`src/rtl/jstk_pkg.sv`:
```
// Shared definitions for the PmodJSTK SPI responder.
//   JSTK_FRAME_BYTES : bytes per joystick frame (BYTE_IDX saturates here)
//   JSTK_CMD_LED_BIT : bit of byte0 that marks an LED command
//   JSTK_LED_MASK    : LED bits taken from the command byte
//   jstk_state_e     : responder FSM states
package jstk_pkg;

  localparam int         JSTK_FRAME_BYTES = 5;
  localparam int         JSTK_CMD_LED_BIT = 7;
  localparam logic [1:0] JSTK_LED_MASK    = 2'b11;

  typedef enum logic {
    IDLE  = 1'b0,
    SHIFT = 1'b1
  } jstk_state_e;

endpackage

```
`src/rtl/jstk_spi_responder_sync_edge.sv`:
```
// sync_edge: 2-flop synchronizer for an asynchronous level with registered
// rise/fall pulses.
//   clk  : system clock
//   rst  : synchronous active-high reset (stages clear to 0)
//   d    : asynchronous input
//   rise : one-cycle pulse, input seen going 0 -> 1
//   fall : one-cycle pulse, input seen going 1 -> 0
// The pulse flops act as the second synchronizer stage, so a pulse is
// visible two CLK after the raw change and consumed on the third edge.
module sync_edge (
  input  logic clk,
  input  logic rst,
  input  logic d,
  output logic rise,
  output logic fall
);

  logic s1_q, s1_d;
  logic s2_q, s2_d;
  logic rise_q, rise_d;
  logic fall_q, fall_d;

  always_comb begin
    s1_d   = d;
    s2_d   = s1_q;
    rise_d = s1_q & ~s2_q;
    fall_d = ~s1_q & s2_q;
  end

  // Clearing to 0 means a low input held through reset produces no fall
  // pulse; a fresh falling edge is needed after the line has been high.
  always_ff @(posedge clk) begin
    if (rst) begin
      s1_q   <= 1'b0;
      s2_q   <= 1'b0;
      rise_q <= 1'b0;
      fall_q <= 1'b0;
    end else begin
      s1_q   <= s1_d;
      s2_q   <= s2_d;
      rise_q <= rise_d;
      fall_q <= fall_d;
    end
  end

  assign rise = rise_q;
  assign fall = fall_q;

endmodule

```
`src/rtl/jstk_spi_responder.sv`:
```
// jstk_spi_responder: SPI mode-0 slave emulating a PmodJSTK. Each 5-byte
// frame returns X/Y/BTN snapshotted at SS fall; byte0 from the master can
// carry an LED command.
//   CLK, RST       : system clock, synchronous active-high reset
//   SS, SCLK, MOSI : SPI from master (asynchronous to CLK)
//   MISO           : responder data, MSB first, 0 when idle
//   X, Y, BTN      : joystick values to report
//   LED            : LED state commanded by the master
//   FRAME_DONE     : one-CLK pulse after a complete 40-bit frame
//   BYTE_IDX       : byte being shifted, 0..5 (5 = overrun)
// Optional feature macro: JSTK_RESP_LED_EN enables the MOSI receive path and
// the LED command decoder; without it LED is tied to 2'b00.
//
// state | meaning
// IDLE  | SS high (or waiting for a fresh SS fall after reset), MISO = 0
// SHIFT | frame in progress; BYTE_IDX = 5 marks overrun after bit 39
module jstk_spi_responder
  import jstk_pkg::*;
#(
  parameter int CLK_DIV_MIN = 8
) (
  input  logic       CLK,
  input  logic       RST,
  input  logic       SS,
  input  logic       SCLK,
  input  logic       MOSI,
  output logic       MISO,
  input  logic [9:0] X,
  input  logic [9:0] Y,
  input  logic [2:0] BTN,
  output logic [1:0] LED,
  output logic       FRAME_DONE,
  output logic [2:0] BYTE_IDX
);

  logic ss_rise, ss_fall;
  logic sclk_rise, sclk_fall;

  sync_edge u_ss_sync (
    .clk  (CLK),
    .rst  (RST),
    .d    (SS),
    .rise (ss_rise),
    .fall (ss_fall)
  );

  sync_edge u_sclk_sync (
    .clk  (CLK),
    .rst  (RST),
    .d    (SCLK),
    .rise (sclk_rise),
    .fall (sclk_fall)
  );

  jstk_state_e state_q, state_d;
  logic [39:0] tx_q, tx_d;
  logic [2:0]  bit_cnt_q, bit_cnt_d;
  logic [2:0]  byte_idx_q, byte_idx_d;
  logic        frame_done_q, frame_done_d;
  logic [7:0]  phase_q, phase_d;

`ifdef JSTK_RESP_LED_EN
  logic       mosi_s1_q, mosi_s2_q;
  logic [7:0] rx_q, rx_d;
  logic [7:0] rx_byte;
  logic [1:0] led_q, led_d;
`else
  logic unused_mosi;
  assign unused_mosi = MOSI;
`endif

  always_comb begin
    state_d      = state_q;
    tx_d         = tx_q;
    bit_cnt_d    = bit_cnt_q;
    byte_idx_d   = byte_idx_q;
    frame_done_d = 1'b0;
`ifdef JSTK_RESP_LED_EN
    rx_d    = rx_q;
    led_d   = led_q;
    rx_byte = {rx_q[6:0], mosi_s2_q};
`endif
    case (state_q)
      IDLE: begin
        if (ss_fall) begin
          state_d    = SHIFT;
          tx_d       = {X[7:0], 6'b0, X[9:8], Y[7:0], 6'b0, Y[9:8], 5'b0, BTN};
          bit_cnt_d  = 3'd0;
          byte_idx_d = 3'd0;
        end
      end
      SHIFT: begin
        // Zero fill means overrun bits read back as 0 with no extra logic.
        if (sclk_fall) tx_d = {tx_q[38:0], 1'b0};
        if (sclk_rise && (byte_idx_q < 3'(JSTK_FRAME_BYTES))) begin
          bit_cnt_d = bit_cnt_q + 3'd1;
`ifdef JSTK_RESP_LED_EN
          rx_d = rx_byte;
`endif
          if (bit_cnt_q == 3'd7) begin
            byte_idx_d = byte_idx_q + 3'd1;
            if (byte_idx_q == 3'(JSTK_FRAME_BYTES - 1)) frame_done_d = 1'b1;
`ifdef JSTK_RESP_LED_EN
            if ((byte_idx_q == 3'd0) && rx_byte[JSTK_CMD_LED_BIT])
              led_d = rx_byte[1:0] & JSTK_LED_MASK;
`endif
          end
        end
        // Evaluated last so a final rise coincident with SS rise still
        // reports the frame before returning to IDLE.
        if (ss_rise) begin
          state_d    = IDLE;
          tx_d       = '0;
          bit_cnt_d  = 3'd0;
          byte_idx_d = 3'd0;
        end
      end
      default: state_d = IDLE;
    endcase
  end

  always_ff @(posedge CLK) begin
    if (RST) begin
      state_q      <= IDLE;
      tx_q         <= '0;
      bit_cnt_q    <= 3'd0;
      byte_idx_q   <= 3'd0;
      frame_done_q <= 1'b0;
    end else begin
      state_q      <= state_d;
      tx_q         <= tx_d;
      bit_cnt_q    <= bit_cnt_d;
      byte_idx_q   <= byte_idx_d;
      frame_done_q <= frame_done_d;
    end
  end

`ifdef JSTK_RESP_LED_EN
  always_ff @(posedge CLK) begin
    if (RST) begin
      mosi_s1_q <= 1'b0;
      mosi_s2_q <= 1'b0;
      rx_q      <= '0;
      led_q     <= 2'b00;
    end else begin
      mosi_s1_q <= MOSI;
      mosi_s2_q <= mosi_s1_q;
      rx_q      <= rx_d;
      led_q     <= led_d;
    end
  end
  assign LED = led_q;
`else
  assign LED = 2'b00;
`endif

  assign MISO       = (state_q == SHIFT) ? tx_q[39] : 1'b0;
  assign FRAME_DONE = frame_done_q;
  assign BYTE_IDX   = byte_idx_q;

  // CLK cycles since the last synchronized SCLK edge, saturating; only
  // feeds the SCLK phase-width check below.
  always_comb begin
    phase_d = phase_q;
    if (sclk_rise || sclk_fall) phase_d = 8'd0;
    else if (phase_q != 8'hFF) phase_d = phase_q + 8'd1;
  end

  always_ff @(posedge CLK) begin
    if (RST) phase_q <= 8'hFF;
    else     phase_q <= phase_d;
  end

  // One CLK of slack for synchronizer sampling jitter.
  a_sclk_phase : assert property (@(posedge CLK) disable iff (RST)
    (sclk_rise || sclk_fall) |-> (phase_q >= 8'(CLK_DIV_MIN / 2 - 1)));

endmodule

```
`config.mk`:
```
export PLATFORM = sky130hd
export DESIGN_NAME = jstk_spi_responder
export DESIGN_NICKNAME = d
export VERILOG_FILES = /design/src/rtl/jstk_pkg.sv /design/src/rtl/jstk_spi_responder_sync_edge.sv /design/src/rtl/jstk_spi_responder.sv
export SDC_FILE = /design/constraint.sdc
export NUM_CORES = 1
export LEC_CHECK = 0
export CAP_MARGIN = 10
export CORE_ASPECT_RATIO = 0.8
export CORE_MARGIN = 1.5
export CORE_UTILIZATION = 30
export CTS_CLUSTER_SIZE = 10
export DETAILED_ROUTE_END_ITERATION = 7
export PLACE_DENSITY_LB_ADDON = 0.08
export REMOVE_ABC_BUFFERS = 1
export SLEW_MARGIN = 20
export SYNTH_ARGS = -nofsm -noshare
export SYNTH_HDL_FRONTEND = slang
export SYNTH_SLANG_ARGS = --single-unit
```
`constraint.sdc`:
```
create_clock -name CLK -period 1.4 [get_ports CLK]
set_input_delay 0.21 -clock CLK [delete_from_list [all_inputs] [get_ports CLK]]
set_output_delay 0.21 -clock CLK [all_outputs]
set_load 0.1 [all_outputs]
```
### Yosys cells after proc, flatten, opt, wreduce, memory -nomap -nowiden

Cells that the tools add are included.

* logic and storage cells: 55
* bits in registers: 56
* input port bits: 28

* multiplexer cells: 17
* bitwise operators: 11
* equal/unequal tests: 6
* magnitude comparators: 1
* reductions and logical operators: 5
* $add $sub $neg: 2

Operators by type and width (count)
* $mux W40: 3
* $pmux W40 S2: 1
* $mux W3: 6
* $pmux W3 S2: 2
* $ne A3 B1 Y1 const B: 3
* $not A1 Y1: 7
* $add A3 B1 Y3 const B: 2
* $eq A3 B3 Y1 const B: 2
* $and A1 B1 Y1: 4
* $mux W1: 4
* $reduce_and A2 Y1: 2
* $reduce_or A4 Y1: 1
* $lt A3 B3 Y1 const B: 1
* $reduce_and A3 Y1: 1
* $ne A2 B1 Y1 const B: 1
* $pmux W1 S2: 1
* $logic_and A1 B1 Y1: 1

### Logic depth before layout (Yosys ltp)

* depth in word-level cells: 5
* depth in mapped cells: 7
* mapped depth without buffers: 5

### Modules after synthesis

From an unflattened synthesis, not the netlist that was laid out.

* cell total of the unflattened synthesis: 288
* area, all modules: 2713.9 um^2

By module, submodules not included
* jstk_spi_responder: instances 1, sequential area each 960.9 um^2, area each 2478.6 um^2, cells an instance 272
* sync_edge: instances 2, sequential area each 80.1 um^2, area each 117.6 um^2, cells an instance 8

### Least setup slack after synthesis

Ideal clock, no wire load.

* path kind: reg-to-reg
* from: register byte_idx_q[1] (netlist: BYTE_IDX[1])
* to: register byte_idx_q[2] (netlist: BYTE_IDX[2])
* buffers on the path: 0
* slack: -0.537 ns
* arrival time: 1.858 ns
* cell stages (with the launch flop): 5
* clock period less this slack: 1.937 ns
* path through: dfxtp_1 > ha_1 > nand2_1 > or3_1 > a211oi_2

* word-level cells in the longest chain between the ends: 5
* elaborated cells on any way between the ends: 9

RTL lines
* start, declared: line jstk_spi_responder.sv:58 `logic [2:0] byte_idx_q, byte_idx_d;`
* start signal, assigned: line jstk_spi_responder.sv:133 `byte_idx_q <= byte_idx_d;`
* $add A3 B1 Y3: line jstk_spi_responder.sv:101 `byte_idx_d = byte_idx_q + 3'd1;`
* $mux W3: line jstk_spi_responder.sv:100 `if (bit_cnt_q == 3'd7) begin`
* $mux W3: line jstk_spi_responder.sv:95 `if (sclk_rise && (byte_idx_q < 3'(JSTK_FRAME_BYTES))) begin`
* $mux W3: line jstk_spi_responder.sv:111 `if (ss_rise) begin`
* $pmux W3 S2: line jstk_spi_responder.sv:83 `case (state_q)`

Several ways; a longest one is shown, not always the timed one. The select of a mux whose other input is x is not followed.
A chain may end at the register's enable or synchronous reset.

### Worst setup path after layout

* from: register bit_cnt_q[0]
* to: register byte_idx_q[2] (netlist: BYTE_IDX[2])

* word-level cells in the longest chain between the ends: 3

RTL lines
* start, declared: line jstk_spi_responder.sv:57 `logic [2:0] bit_cnt_q, bit_cnt_d;`
* start signal, assigned: line jstk_spi_responder.sv:132 `bit_cnt_q <= bit_cnt_d;`
* $eq A3 B3 Y1: line jstk_spi_responder.sv:100
* $ne A3 B1 Y1 (no line)
* $reduce_and A3 Y1 (no line)

No other way between the ends.

==> impl_metrics.ini <==
[global_routing]
grt_first_pass_wirelength_um = 10200
grt_max_degree = 44
overflow = 0
grtUsageTotal = 0.137
first_global_vias = 2069
antenna_found_initial = 0

[pwr]
clock_power_share = 0.357
p_int_uw = 2410
p_switching_uw = 766
power.density_nw_per_um2 = 939
p_comb_frac = 0.120
vdd_drop_max_v = 0.000416
p_leak_uw = 0.00127
total_power_uw = 3180
swShare = 0.241
seq_power_share = 0.523

[routing]
drt_iter0_drc = 76
totalWireLength_um = 5970
ant_nets = 0
wl_per_cell_um = 13.7
viasPerCell = 4.76
drcViolationCount = 0
dr.pass1.iters = 4
vias = 2080

[hold_path]
hold_path_depth = 3
hold_path_class = input pin to flop
holdPathEnd = bit_cnt_q[0]
min-delay-start = RST

[layout]
layout_commonest_cell = dfxtp_1
final_cell_mix = dfxtp_1, nor2_1, clkdlybuf4s50_1, a21oi_1, a2111oi_2
post-route-cell-area_um2 = 3380
diodes = 0
regArea_um2 = 1120
drive_above_1_share = 0.228
nets = 356
fillCellCount = 884
stdcell_count = 437
syn2layout_area_growth_pct = 31.0
multi_input_area_um2 = 1320

[floorplan]
core_area_um2 = 8410
start_util = 0.307
rows = 30
pin_count = 35
die_w_um = 107
die-area_um2 = 9170
fp.dieH_um = 86.0

[synth]
synth_warnings = 0
ys_seq_area_frac = 0.434
avgSynthCellArea_um2 = 9.03
synth-xor-area-share = 0
synthAdderAreaFrac = 0.0194
yosys-mux-area-fraction = 0
synth.distinct_cells = 33
synthSimpleGateAreaFrac = 0.196
synthCells = 286
synth_compound_area_frac = 0.269
synth_top_family_by_area = compound AO/OA/AOI/OAI gates
netlist_area_um2 = 2580
synth-seq-cells = 56

[setup_path]
crit_type = flop to flop
cp-start-kind = flop
r2r_slack_ns = 0.03
reg2reg_from = bit_cnt_q[0]
timing.rr.end = BYTE_IDX[2]
cp_data_arrival_time_ns = 1.60
cp_slowest_stage_delay_ns = 0.39
path_cells = ha_4 > ha_4 > a31oi_4 > or3_1 > a211oi_2
critPathMostFrequentCell = ha_4
cp_slowest_cell = or3_1
critPathMaxFanout = 4
reg2regPathDepth = 5
crit_required_ns = 1.63
crit_path_end_kind = flop

[timing]
finalClockSkew_ns = 0.0117
fin_crit_ns = 1.37
finalHoldViolCount = 0
clock.fmax_mhz = 729
setup_violations = 0
rsz0062_at_grt = yes
slew_violations = 0
period_share = 0.980

[clock_network]
clk_latency_ns = 0.31
holdBufCountCts = 0
root_buffer = clkbuf_8
clk_transition_reported_paths_ns = 0.10
cts_tree = done
cts_made_buffers = 5
cts.sinks = 56
cts.htree.levels = 2
clk_path_buf_depth = 2

[job]
maxCapViolCount = 0

[placement]
place_hpwl_um = 3790
dpl_cell_area_um2 = 3170
routabilityCongestion = 0.765
port_buffers = 31
place_inst = 428

[status]
status = completed
[cell families (layout without fill, tap and decap cells)]
| family | after synthesis | after routing |
|---|---|---|
| buffers and inverters | 40 | 78 |
| AND/OR/NAND/NOR | 105 | 105 |
| flip-flops | 56 | 56 |
| other | 1 | 2 |
| adder cells (fa/ha/maj) | 4 | 4 |
| AO/OA/AOI/OAI | 80 | 80 |
[power by group through the flow]
stage               clock [µW]  combinational, µW  sequential [µW]
floorplan                    0                166             1700
global placement             0                368             1700
detailed placement           0                371             1700
CTS                       1190                374             1660
global route              1240                417             1670
finish                    1130                381             1660
[worst max path at each step]
| stage | from | end | slack (ns) |
|---|---|---|---|
| 6_report | bit_cnt_q[0] | BYTE_IDX[2] | 0.03 |
| 5_1_grt | state_q | tx_q[34] | -0.05 |
| 4_1_cts | bit_cnt_q[0] | BYTE_IDX[2] | -0.003 |
| 3_5_place_dp | bit_cnt_q[0] | BYTE_IDX[2] | -0.04 |
| 3_3_place_gp | bit_cnt_q[0] | BYTE_IDX[2] | -0.007 |
| 2_1_floorplan | state_q | tx_q[0] | -0.80 |
[per-layer routing]
metal  part of all wire  GRT usage  up-vias
met5                  0          0        -
met4             0.0087     0.0364        0
met3              0.030     0.0274        5
met2               0.45      0.218       23
met1               0.51      0.191      986
li1                   -          -     1066
[repair_timing]
action / CTS / global route
setup buffers: 0 / 0
gates resized for setup: 4 / 9
endpoints found under the setup margin: 3 / 20
endpoints found under the hold margin: 0 / 0
pin swaps: 1 / 2
gates cloned: 0 / 1
[through the flow]
stage	hold WS [ns]	utilization	setup TNS (ns)	worst slack, ns
floorplan	0.279	-	-34.37	-0.799
global placement	0.391	0.377	-0.00706	-0.00706
detailed placement	0.394	0.377	-0.0376	-0.0376
CTS	0.283	0.393	-0.00301	-0.00301
global route	0.289	0.402	-0.280	-0.0474
finish	0.287	0.402	0	0.0285
[layout make-up]
cell class,count,area share
tap,112,0.0415
sequential,56,0.333
clock inverter,2,0.0115
timing repair buffer,56,0.184
multi-input combinational,191,0.390
inverter,14,0.0155
clock buffer,6,0.0244
[critical path: cells and delay by family, from the launching register on]
kind | cells | cell delay, ns
AO/OA/AOI/OAI | 2 | 0.25
adder cells (fa/ha/maj) | 2 | 0.27
flip-flops | 1 | 0.37
AND/OR/NAND/NOR | 1 | 0.39
[Yosys cell counts]
master / n / area, µm²
dfxtp_1: 56 / 1120
nor2_1: 37 / 139
a21oi_1: 24 / 120
a2111oi_2: 20 / 300
nand3_1: 20 / 100
nor2b_1: 19 / 119
nand2_1: 18 / 67.6
inv_1: 14 / 52.6
o21a_1: 12 / 90.1
a21o_1: 11 / 82.6
buf_2: 8 / 40.0
clkbuf_1: 8 / 30.0
buf_4: 6 / 45.0
o21ai_0: 6 / 30.0
ha_1: 4 / 50.1
buf_6: 3 / 33.8
a2111oi_1: 2 / 20.0
nand4_1: 2 / 12.5
nor3b_1: 2 / 15.0
a211oi_2: 1 / 12.5
a22oi_1: 1 / 7.51
a31oi_1: 1 / 6.26
and2_1: 1 / 6.26
and3_1: 1 / 6.26
and4_1: 1 / 8.76
buf_1: 1 / 3.75
conb_1: 1 / 3.75
nand2b_1: 1 / 6.26
nand2b_4: 1 / 13.8
o21ai_2: 1 / 8.76
o21ai_4: 1 / 16.3
or2_2: 1 / 6.26
or3_1: 1 / 6.26
[state kept, by name, summed over array words and instances (netlist names)]
name	cells
BYTE_IDX	3
FRAME_DONE	1
bit_cnt_q	3
state_q	1
tx_q	40
u_sclk_sync.fall	1
u_sclk_sync.rise	1
u_sclk_sync.s1_q	1
u_sclk_sync.s2_q	1
u_ss_sync.fall	1
u_ss_sync.rise	1
u_ss_sync.s1_q	1
u_ss_sync.s2_q	1
Power figures use the tool's default switching activity.
